## src/rtl/concat_packer.sv

```systemverilog
// Packs 1..IN_W-bit fields MSB-first into OUT_W-bit words; a flush emits the zero-padded tail.
// Accept-to-word latency 2 cycles; in_ready drops while the accumulator holds a full word it cannot move out.
module concat_packer #(
    parameter int IN_W  = 8,
    parameter int OUT_W = 16,
    parameter int LEN_W = $clog2(IN_W + 1),
    parameter int CNT_W = $clog2(OUT_W + 1)
) (
    input  logic             clk,
    input  logic             rst_n,
    input  logic             in_valid,
    output logic             in_ready,
    input  logic [IN_W-1:0]  in_data,
    input  logic [LEN_W-1:0] in_len,
    input  logic             in_flush,
    output logic             out_valid,
    input  logic             out_ready,
    output logic [OUT_W-1:0] out_data,
    output logic [CNT_W-1:0] out_bits
);
    localparam int ACC_W = OUT_W + IN_W - 1;
    localparam int AC_W  = $clog2(ACC_W + 1);

    typedef enum logic {ACCUM, FLUSH} state_t;

    state_t           state, state_nxt;
    logic [ACC_W-1:0] acc, acc_nxt;
    logic [AC_W-1:0]  cnt, cnt_nxt;
    logic [AC_W-1:0]  len_c;
    logic [AC_W-1:0]  shamt;
    logic [ACC_W-1:0] field;
    logic [OUT_W-1:0] top;
    logic             accept;
    logic             load_ok;
    logic             full_word;
    logic             tail_word;

    assign len_c     = (in_len > LEN_W'(IN_W)) ? AC_W'(IN_W) : AC_W'(in_len);
    assign field     = ACC_W'(in_data) & ~({ACC_W{1'b1}} << len_c);
    // Valid bits sit left-aligned in acc; the new field lands just below them.
    assign shamt     = AC_W'(ACC_W) - cnt - len_c;
    assign top       = acc[ACC_W-1 -: OUT_W];

    assign in_ready  = (state == ACCUM) && (cnt < AC_W'(OUT_W));
    assign accept    = in_valid && in_ready;
    assign load_ok   = !out_valid || out_ready;
    assign full_word = load_ok && (cnt >= AC_W'(OUT_W));
    assign tail_word = load_ok && (state == FLUSH) && (cnt != '0) && (cnt < AC_W'(OUT_W));

    always_comb begin
        state_nxt = state;
        acc_nxt   = acc;
        cnt_nxt   = cnt;
        if (accept) begin
            acc_nxt = acc | (field << shamt);
            cnt_nxt = cnt + len_c;
            if (in_flush) begin
                state_nxt = FLUSH;
            end
        end else if (full_word) begin
            acc_nxt = acc << OUT_W;
            cnt_nxt = cnt - AC_W'(OUT_W);
        end else if (tail_word) begin
            acc_nxt = '0;
            cnt_nxt = '0;
        end
        if ((state == FLUSH) && (cnt_nxt == '0)) begin
            state_nxt = ACCUM;
        end
    end

    always_ff @(posedge clk or negedge rst_n) begin
        if (!rst_n) begin
            state <= ACCUM;
            acc   <= '0;
            cnt   <= '0;
        end else begin
            state <= state_nxt;
            acc   <= acc_nxt;
            cnt   <= cnt_nxt;
        end
    end

    always_ff @(posedge clk or negedge rst_n) begin
        if (!rst_n) begin
            out_valid <= 1'b0;
            out_data  <= '0;
            out_bits  <= '0;
        end else if (full_word) begin
            out_valid <= 1'b1;
            out_data  <= top;
            out_bits  <= CNT_W'(OUT_W);
        end else if (tail_word) begin
            out_valid <= 1'b1;
            out_data  <= top & ~({OUT_W{1'b1}} >> cnt);
            out_bits  <= CNT_W'(cnt);
        end else if (out_ready) begin
            out_valid <= 1'b0;
        end
    end
endmodule

```

## config.mk

```make
export PLATFORM = sky130hd
export DESIGN_NAME = concat_packer
export DESIGN_NICKNAME = d
export VERILOG_FILES = /design/src/rtl/concat_packer.sv
export SDC_FILE = /design/constraint.sdc
export NUM_CORES = 1
export LEC_CHECK = 0
export ABC_AREA = 1
export BUFFER_PORTS_ARGS = -buffer_cell sky130_fd_sc_hd__buf_2
export CAP_MARGIN = 20
export CORE_MARGIN = 3
export CORE_UTILIZATION = 37
export CTS_BUF_LIST = sky130_fd_sc_hd__clkbuf_4 sky130_fd_sc_hd__clkbuf_8
export CTS_CLUSTER_DIAMETER = 80
export DETAILED_ROUTE_END_ITERATION = 7
export MAX_ROUTING_LAYER = met4
export PLACE_DENSITY_LB_ADDON = 0.1
export SLEW_MARGIN = 20
export SYNTH_ARGS = -nofsm -noshare
export SYNTH_HDL_FRONTEND = slang
export SYNTH_SLANG_ARGS = --single-unit
```

## constraint.sdc

```tcl
create_clock -name clk -period 4.8 [get_ports clk]
set_clock_uncertainty 0.2 [all_clocks]
set_input_delay 0.48 -clock clk [delete_from_list [all_inputs] [get_ports clk]]
set_output_delay 0.48 -clock clk [all_outputs]
set_load 0.03 [all_outputs]
```

==> flow_summary.ini, run 1 <==
[global_route]
grt_pass1_wl_um = 14000
antenna_found_initial = 0
grt_max_degree = 52
track_usage_pct = 18.0
grt_overflow = 0
grt_pass1_vias = 2756

[floorplan]
rows = 33
initial_core_util_pct = 38.9
io_pins = 40
die_w_um = 100
core-area_mm2 = 0.00842
die_h_um = 100
dieArea_mm2 = 0.0100

[sta]
min_period_ns = 3.52
slew_headroom_pct = 54.7
hold_slack_ns = 0.0815
final_hold_viol_count = 0
slew_violations = 0
worst_pin_slew_ns = 0.676
post-route-period-util_pct = 73.4
fmax_mhz = 284
setup_viol = 0
setup_tns_ns = 0
rsz0062_at_grt = no

[setup_path]
critPathRequiredTime_ns = 4.85
worstPathArrival_ns = 3.58
crit_type = reg -> reg
critPathCaptureType = register
cp_max_fo = 14
cp-start-kind = register

[route]
wirelength_um = 8350
dr.pass1.iters = 5
ant_nets = 0
wire_per_inst_um = 14.4
drt_iter0_drc = 173
num_vias = 2932
vias_per_cell = 5.06
drcViolationCount = 0

[clocking]
htree_levels = 2
root_buffer = clkbuf_8
cts_sinks = 51
clockBufferDepth = 2
ctsHoldBuffers = 0
cts_tree = done
clock_insertion_delay_worst_skew_ns = 0.31
cts_made_buffers = 5
cts-resized-gates = 0
cts_setup_buffers = 0
clkTransAtPathRegs_ns = 0.11

[synthesis]
synth_warnings = 0
async_flop_share_pct = 100
synth-seq-area-share_pct = 39.0
synth_top_area_share_pct = 39.0
synth_edf_count = 0
synth.most_common_cell = nand2_1
netlist_area_mm2 = 0.00328
synth_flop_cell = dfrtp_1
synth_largest_area_cell = dfrtp_1
yosys.cell_types.count = 37
syn_nets = 474
synth_commonest_cells = nand2_1, nand3_1, dfrtp_1
ys_ff_latch = 51
synthCells = 445
synth.avg_cell_area_um2 = 7.36
synth_area_leaders = dfrtp_1, nand2_1, nand3_1

[cells_and_area]
antennaDiodeCount = 0
finalNetCount = 503
nFillCells = 897
area_growth_pct = 9.43
layout-drive-gt1-share_pct = 15.6
fin_area_mm2 = 0.00358

[power]
switching_share_pct = 54.7
power_switching_mw = 1.32
vdd_drop_max_uv = 209
p_int_mw = 1.09
p_seq_share_pct = 28.4
p_leak_nw = 1.90
pwr-share-comb_pct = 60.4
pwr_density_cell_mw_per_mm2 = 671
power_frac_clock_pct = 11.2

[min_path]
min_path_type = in -> async

[job]
drv_cap = 0

[placement]
hpwl_um = 6350
postPlaceCellArea_mm2 = 0.00349
io_buffers = 39
gp_congestion = 0.867

[status]
status = finished, final reports clean
[state kept, by name, summed over array words and instances, names as in the netlist]
name,flops
out_bits,5
state,1
acc,23
out_data,16
out_valid,1
cnt,5
[power by group through the flow]
stage	Combinational, mW	Clock (mW)	Sequential (mW)
final	1.45	0.270	0.682
after global routing	1.65	0.293	0.704
after CTS	1.46	0.275	0.683
after detailed placement	1.46	0	0.692
after global placement	1.45	0	0.689
after floorplan	1.10	0	0.759
[per-layer routing]
layer | routed length, um | global-route usage [%] | share of wire [%] | up-vias
met5 | 0 | - | 0 | -
met4 | 148 | 4.56 | 1.8 | 0
met3 | 398 | 2.15 | 4.8 | 13
met2 | 3690 | 27.2 | 44 | 68
met1 | 4120 | 25.8 | 49 | 1355
li1 | - | - | - | 1496
[worst paths after layout]
check | from | to | slack (ns) | depth (start not counted)
min | rst_n | acc[15]$_DFFE_PN0P_ | 0.08 | 2
max in group asynchronous | rst_n | acc[5]$_DFFE_PN0P_ | 3.88 | 2
max reg2reg | cnt[1]$_DFF_PN0_ | acc[20]$_DFFE_PN0P_ | 1.28 | 11
max | cnt[1]$_DFF_PN0_ | acc[20]$_DFFE_PN0P_ | 1.28 | 11
min reg2reg | out_bits[4]$_DFFE_PN0P_ | out_bits[4]$_DFFE_PN0P_ | 0.28 | 2
min in group clk | in_flush | state$_DFFE_PN0P_ | 0.25 | 5
[placed cells by master (no fill, tap or decap), types with 2 or more instances in the layout]
cell / count
o21a_1: 2
o21ai_0: 28
nor2_2: 2
dfrtp_1: 51
or2_2: 2
clkbuf_8: 5
inv_1: 40
nand3_2: 2
o21ai_1: 10
nor2_4: 4
xnor2_2: 2
nand2_4: 3
clkinv_4: 2
inv_4: 3
nand2_2: 3
buf_2: 39
a21oi_1: 3
ha_1: 10
fa_1: 2
inv_2: 3
nand3_1: 78
nor2_1: 23
o211ai_1: 2
nand2_1: 136
nand4_1: 7
[kinds of logic (layout without fill, tap and decap cells)]
| family | count (synthesis) | count (layout) | share of synthesized area, % |
|---|---|---|---|
| AO/OA/AOI/OAI | 49 | 49 | 8.06 |
| XOR/XNOR | 3 | 3 | 1.26 |
| adder cells (fa/ha/maj) | 12 | 12 | 5.04 |
| buffers and inverters | 65 | 95 | 9.36 |
| flip-flops | 51 | 51 | 39.0 |
| AND/OR/NAND/NOR | 265 | 265 | 37.3 |
[area by class of cell]
cell class                 instances  area [um^2]  share of cell area, %
multi-input combinational        329         1690                   47.2
sequential                        51         1280                   35.6
inverter                          47          184                   5.13
clock buffer                       5         68.8                   1.92
clock inverter                     3         28.8                  0.803
tap                              105          131                   3.66
timing repair buffer              40          203                   5.65
[metrics by stage]
stage / total power [mW] / cells / utilization, % / setup WS [ns]
after CTS: 2.42 / 580 / 42.6 / 1.29
after detailed placement: 2.15 / 572 / 41.4 / 1.20
after global placement: 2.14 / 572 / 41.4 / 1.29
after global routing: 2.65 / 580 / 42.6 / 1.04
final: 2.41 / 580 / 42.6 / 1.28
after floorplan: 1.86 / 445 / - / 1.89
[worst max-delay path: stages, from the launching register on]
cell	delay (ns)
dfrtp_1	0.54
inv_1	0.24
ha_1	0.36
ha_1	0.23
fa_1	0.80
inv_1	0.34
or2_2	0.37
nand2_1	0.12
nand3_1	0.08
nand2_1	0.09
nand2_1	0.05
nand2_1	0.05
(Power assumes the default switching activity.)
==> run 2, diff against run 1 <==
--- a/config.mk
+++ b/config.mk
@@ -5,7 +5,7 @@
 export SDC_FILE = /design/constraint.sdc
 export NUM_CORES = 1
 export LEC_CHECK = 0
-export ABC_AREA = 1
+export ABC_AREA = 0
 export BUFFER_PORTS_ARGS = -buffer_cell sky130_fd_sc_hd__buf_2
 export CAP_MARGIN = 20
 export CORE_MARGIN = 3
==> constraint.sdc (replaced) <==
create_clock -name clk -period 3.1 [get_ports clk]
set_clock_uncertainty 0.2 [all_clocks]
set_input_delay 0.31 -clock clk [delete_from_list [all_inputs] [get_ports clk]]
set_output_delay 0.31 -clock clk [all_outputs]
set_load 0.03 [all_outputs]
==> run 2 against run 1 <==
Effect of this change: synthesized area shrank 5.7%; non-clock buffer count grew 24; final area grew 1.0%; setup slack lost 1.0 ns; fmax grew 24%; critical path depth shrank 1.
==> flow_summary.ini, run 2 <==
[cells_and_area]
register_area_mm2 = 0.00128
finalNetCount = 425
final_cell_mix = nand2_1, dfrtp_1, buf_2
final_common_cell = nand2_1
fin_util_pct = 45.7
nFillCells = 811
multiInputGateArea_mm2 = 0.00165
area_growth_pct = 17.3
regMostFlops = acc
layout-drive-gt1-share_pct = 22.2
reg.largest.list = acc (23), out_data (16)
largest_reg_flops = 23
antennaDiodeCount = 0

[sta]
setup_viol = 0
fmax_mhz = 353
slew_violations = 0
slew_headroom_pct = 52.0
final_hold_viol_count = 0
setup_tns_ns = 0
rsz0062_at_grt = no
post-route-period-util_pct = 91.4
hold_slack_ns = 0.0501
min_period_ns = 2.83
worst_pin_slew_ns = 0.714

[clocking]
htree_levels = 2
clkTransAtPathRegs_ns = 0.09
cts_made_buffers = 5
cts_tree = done
root_buffer = clkbuf_8
clockBufferDepth = 2
clock_insertion_delay_worst_skew_ns = 0.31
cts_sinks = 51
cts_setup_buffers = 0

[route]
dr.pass1.iters = 4
wire_per_inst_um = 15.9
drcViolationCount = 0
wirelength_um = 7950
ant_nets = 0
num_vias = 2679
vias_per_cell = 5.37
drt_iter0_drc = 178

[synthesis]
syn_nets = 375
synth_top_area_share_pct = 41.3
synth_flop_cell = dfrtp_1
netlist_area_mm2 = 0.00309
synth.most_common_cell = nand2_1
async_flop_share_pct = 100
synth-seq-area-share_pct = 41.3
yosys.cell_types.count = 61
synth_warnings = 0
synth_largest_area_cell = dfrtp_1
synthCells = 346
ys_ff_latch = 51
synth_commonest_cells = nand2_1, dfrtp_1, o21ai_0
synth_area_leaders = dfrtp_1, nand2_1, o21ai_0
synth.avg_cell_area_um2 = 8.92
synth_edf_count = 0

[setup_path]
crit_type = reg -> reg
reg2regPathDepth = 10
critPathCaptureType = register
cp_common_cell = ha_1
cp-start-kind = register
worstPathArrival_ns = 2.84
r2r_slack_ns = 0.27
cpLargestDelayFamily = compound AO/OA/AOI/OAI gates
path_cells = inv_1 -> ha_1 -> ha_1 -> buf_4 -> nor2b_1 -> a32oi_1 -> nor2_1 -> a21oi_1 -> o32ai_1 -> a22o_1
worstReg2RegStart = cnt[1]$_DFF_PN0_
critPathRequiredTime_ns = 3.10
rr_endpoint = acc[9]$_DFFE_PN0P_
cpMaxStageDelayCell = a32oi_1
cp_max_fo = 14
slowest_delay_ns = 0.47
crit_buf_inv = 2

[min_path]
min_path_type = in -> reg
worstHoldPathCells = 3
hp-start = in_flush
min_to = state$_DFFE_PN0P_

[global_route]
grt_max_degree = 37
grt_pass1_wl_um = 13400
track_usage_pct = 17.7
met1_usage_pct = 24.7
top_usage_layer = met2
met2_usage_pct = 27.0
grt_overflow = 0
grt_util_met3_pct = 2.66
grt_pass1_vias = 2654
antenna_found_initial = 0

[power]
vdd_drop_max_uv = 463
p_leak_nw = 1.69
pwr_density_cell_mw_per_mm2 = 1060

[placement]
io_buffers = 39
hpwl_um = 6090
gp_congestion = 0.916

[floorplan]
die_h_um = 97.4
die_w_um = 97.4
dieArea_mm2 = 0.00948
rows = 32
io_pins = 40
initial_core_util_pct = 39.0
core-area_mm2 = 0.00793

[job]
drv_cap = 0

[status]
status = finished, final reports clean
[run 2: cell count changes in the layout (fill, tap and decap cells not counted), moves of 7 or more]
cell,change
nand3_1,-69
nand2_1,-67
inv_1,-29
a21oi_1,+8
nand4_1,-7
o21ai_1,-8
buf_4,+23
o21ai_0,+8
[run 2: worst max path at each step]
stage | cells after the start | endpoint | start
floorplan | 10 | acc[16]$_DFFE_PN0P_ | in_len[3]
detailed placement | 12 | acc[20]$_DFFE_PN0P_ | in_len[3]
global route | 10 | acc[9]$_DFFE_PN0P_ | cnt[1]$_DFF_PN0_
CTS | 10 | acc[20]$_DFFE_PN0P_ | cnt[1]$_DFF_PN0_
finish | 10 | acc[9]$_DFFE_PN0P_ | cnt[1]$_DFF_PN0_
global placement | 12 | acc[9]$_DFFE_PN0P_ | in_len[3]
[run 2: final cells by class]
type / instances / share of cell area, %
clock buffers: 5 / 1.90
well taps: 102 / 3.52
inverters: 12 / 1.24
multi-input cells: 262 / 45.6
repair buffers: 64 / 10.6
flip-flops and latches: 51 / 35.2
clock inverters: 3 / 1.87
[run 2: cell families (layout without fill, tap and decap cells)]
kind of cell / count (synthesis) / after routing / share of synthesized area (%)
and+or+nand+nor: 127 / 127 / 18.6
AOI/OAI and AO/OA: 108 / 108 / 24.1
DFF: 51 / 51 / 41.3
buffers and inverters: 33 / 84 / 5.23
adders and majority gates: 12 / 12 / 5.35
muxes: 8 / 8 / 3.16
xor gates and xnor gates: 7 / 7 / 2.23
[run 2: power by group]
part / switching, mW / internal, mW
Sequential: 0.131 / 0.882
Combinational: 1.44 / 0.830
Clock: 0.233 / 0.322
[run 2: timing repair]
| action | in CTS | in global routing |
|---|---|---|
| hold endpoints to repair | 18 | 0 |
| hold buffers | 1 | 0 |
| endpoints found under the setup margin | 0 | 1 |
| gates resized for setup | 0 | 1 |
[run 2: per-stage QoR]
step	power (mW)	instances	instance area [um^2]	setup WS, ns
finish	3.84	499	3620	0.265
global route	4.16	499	3620	0.0379
CTS	3.86	499	3620	0.246
detailed placement	3.30	490	3470	0.117
global placement	3.30	490	3470	0.152
floorplan	2.62	346	3090	0.0857
[run 2: worst register-to-register path, cell delays in order, from the launching register on]
cell	delay (ns)
dfrtp_1	0.39
inv_1	0.16
ha_1	0.28
ha_1	0.38
buf_4	0.22
nor2b_1	0.08
a32oi_1	0.47
nor2_1	0.08
a21oi_1	0.14
o32ai_1	0.13
a22o_1	0.21
[run 2: metal layers]
| layer | wire length (um) | vias to the layer above | part of all wire, % |
|---|---|---|---|
| li1 | - | 1336 | - |
| met1 | 3810 | 1252 | 48 |
| met2 | 3570 | 82 | 45 |
| met3 | 470 | 9 | 5.9 |
| met4 | 101 | 0 | 1.3 |
| met5 | 0 | - | 0 |
==> run 3, diff against run 2 <==
--- a/config.mk
+++ b/config.mk
@@ -8,6 +8,8 @@
 export ABC_AREA = 0
 export BUFFER_PORTS_ARGS = -buffer_cell sky130_fd_sc_hd__buf_2
 export CAP_MARGIN = 20
+export CELL_PAD_IN_SITES_DETAIL_PLACEMENT = 1
+export CELL_PAD_IN_SITES_GLOBAL_PLACEMENT = 1
 export CORE_MARGIN = 3
 export CORE_UTILIZATION = 37
 export CTS_BUF_LIST = sky130_fd_sc_hd__clkbuf_4 sky130_fd_sc_hd__clkbuf_8
@@ -15,6 +17,7 @@
 export DETAILED_ROUTE_END_ITERATION = 7
 export MAX_ROUTING_LAYER = met4
 export PLACE_DENSITY_LB_ADDON = 0.1
+export REMOVE_ABC_BUFFERS = 1
 export SLEW_MARGIN = 20
 export SYNTH_ARGS = -nofsm -noshare
 export SYNTH_HDL_FRONTEND = slang
==> run 3 against run 2 <==
Effect of this change: fmax decreased by 1.8%; core utilization increased by 0.11 points; register-to-register slack got worse by 0.05 ns; sequential share of layout area decreased by 0.085 points; die area unchanged; count of clock-buffer cells in the layout increased by 1; first-iteration DRC count decreased by 21%; final cell count increased by 1.0%; power about the same; final area increased by 0.24%; via count increased by 4.1%; clock power decreased by 24%; highest routed layer unchanged.
==> flow_summary.ini, run 3 (same netlist as run 2, synthesis figures left out) <==
[setup_path]
crit_type = reg -> reg
crit_start = cnt[1]$_DFF_PN0_
critPathRequiredTime_ns = 3.10
critPathCaptureType = register
reg2regPathDepth = 10
worstReg2RegStart = cnt[1]$_DFF_PN0_
worstPathArrival_ns = 2.89
r2r_slack_ns = 0.21
cp-start-kind = register
cp_max_fo = 10
rr_endpoint = acc[8]$_DFFE_PN0P_

[sta]
fin_ws_ns = 0.213
setup_tns_ns = 0
fmax_mhz = 346
post-route-period-util_pct = 93.1
slew_violations = 0
min_period_ns = 2.89
slew_headroom_pct = 60.9
worst_pin_slew_ns = 0.582
setup_viol = 0
final_hold_viol_count = 0
hold_slack_ns = 0.0525
rsz0062_at_grt = no

[power]
switching_share_pct = 49.3
p_int_mw = 1.95
pwr-share-comb_pct = 62.7
power_switching_mw = 1.90
power_frac_clock_pct = 10.9
p_leak_nw = 1.69
total_power_mw = 3.84
vdd_drop_max_uv = 426
pwr_density_cell_mw_per_mm2 = 1060
p_seq_share_pct = 26.4

[global_route]
track_usage_pct = 20.4
grt_pass1_vias = 2913
antenna_found_initial = 0
grt_pass1_wl_um = 15500
grt_max_degree = 34
grt_overflow = 0

[cells_and_area]
finalNetCount = 430
area_growth_pct = 17.5
antennaDiodeCount = 0
layout-drive-gt1-share_pct = 24.1
fin_util_pct = 45.8
reg.largest.list = acc (23), out_data (16)
largest_reg_flops = 23
final_common_cell = nand2_1
regMostFlops = acc
final_cell_mix = nand2_1, dfrtp_1, buf_2

[route]
met2_length_um = 4280
num_vias = 2788
wirelength_um = 9020
drt-met1-wl_um = 4370
vias_per_cell = 5.53
wl_met3_um = 281
ant_nets = 0
drcViolationCount = 0
dr.pass1.iters = 4
top_layer_used = met4
drt_iter0_drc = 141
wire_per_inst_um = 17.9

[status]
status = finished, final reports clean

[min_path]
min_to = state$_DFFE_PN0P_
hp-start = in_flush
worstHoldPathCells = 3
min_path_type = in -> reg

[floorplan]
die_w_um = 97.4
io_pins = 40
dieArea_mm2 = 0.00948
die_h_um = 97.4
core-area_mm2 = 0.00793
rows = 32
initial_core_util_pct = 39.0

[clocking]
htree_levels = 2
cts_setup_buffers = 0
cts_sinks = 51
clockBufferDepth = 2
clkTransAtPathRegs_ns = 0.11
cts_made_buffers = 5
root_buffer = clkbuf_8
cts_tree = done
clock_insertion_delay_worst_skew_ns = 0.31

[placement]
hpwl_um = 7170
place_worst_setup_slack_ns = 0.0545
io_buffers = 39
gp_congestion = 0.862

[job]
drv_cap = 0
## run 3: power groups by stage
stage          sequential [mW]  combinational (mW)  clock, mW
2_1_floorplan             1.19                1.32          0
3_3_place_gp              1.02                2.36          0
3_5_place_dp              1.03                2.41          0
4_1_cts                   1.02                2.42      0.426
5_1_grt                   1.05                2.68      0.463
6_report                  1.01                2.41      0.420
## run 3: metal layers
metal	up-vias	track usage (%)
met5	-	-
met4	0	3.51
met3	7	2.01
met2	52	32.6
met1	1382	28.8
li1	1347	-
## run 3: critical path: stages, from the launching register on
cell	delay, ns
dfrtp_1	0.39
inv_1	0.18
ha_1	0.29
ha_1	0.35
buf_4	0.19
mux2i_1	0.21
o22a_1	0.19
o21a_1	0.22
nor2_1	0.07
o21a_1	0.21
a221o_1	0.29
## run 3: per-stage QoR
stage	cells	cell area (um^2)
floorplan	325	2970
global placement	495	3510
detailed placement	495	3510
CTS	504	3620
global route	504	3630
finish	504	3630
## run 3: timing repair
| item | 4_1_cts | 5_1_grt |
|---|---|---|
| setup endpoints to repair | 0 | 5 |
| gates resized for setup | 0 | 5 |
| endpoints found under the hold margin | 18 | 0 |
| hold buffers | 1 | 0 |
## run 3: how the worst max path moves through the flow
stage                                     end  slack, ns
after floorplan           acc[22]$_DFFE_PN0P_       0.02
final                      acc[8]$_DFFE_PN0P_       0.21
after detailed placement   acc[1]$_DFFE_PN0P_       0.05
after global routing      acc[20]$_DFFE_PN0P_       0.04
after global placement     acc[2]$_DFFE_PN0P_       0.12
after CTS                 acc[21]$_DFFE_PN0P_       0.12
## run 3: area by class of cell
class / instances / area [um^2]
Fill cell: 979 / 4300
Multi-Input combinational cell: 262 / 1660
Sequential cell: 51 / 1280
Timing Repair Buffer: 69 / 423
Tap cell: 102 / 128
Clock buffer: 6 / 82.6
Inverter: 12 / 45.0
Clock inverter: 2 / 16.3
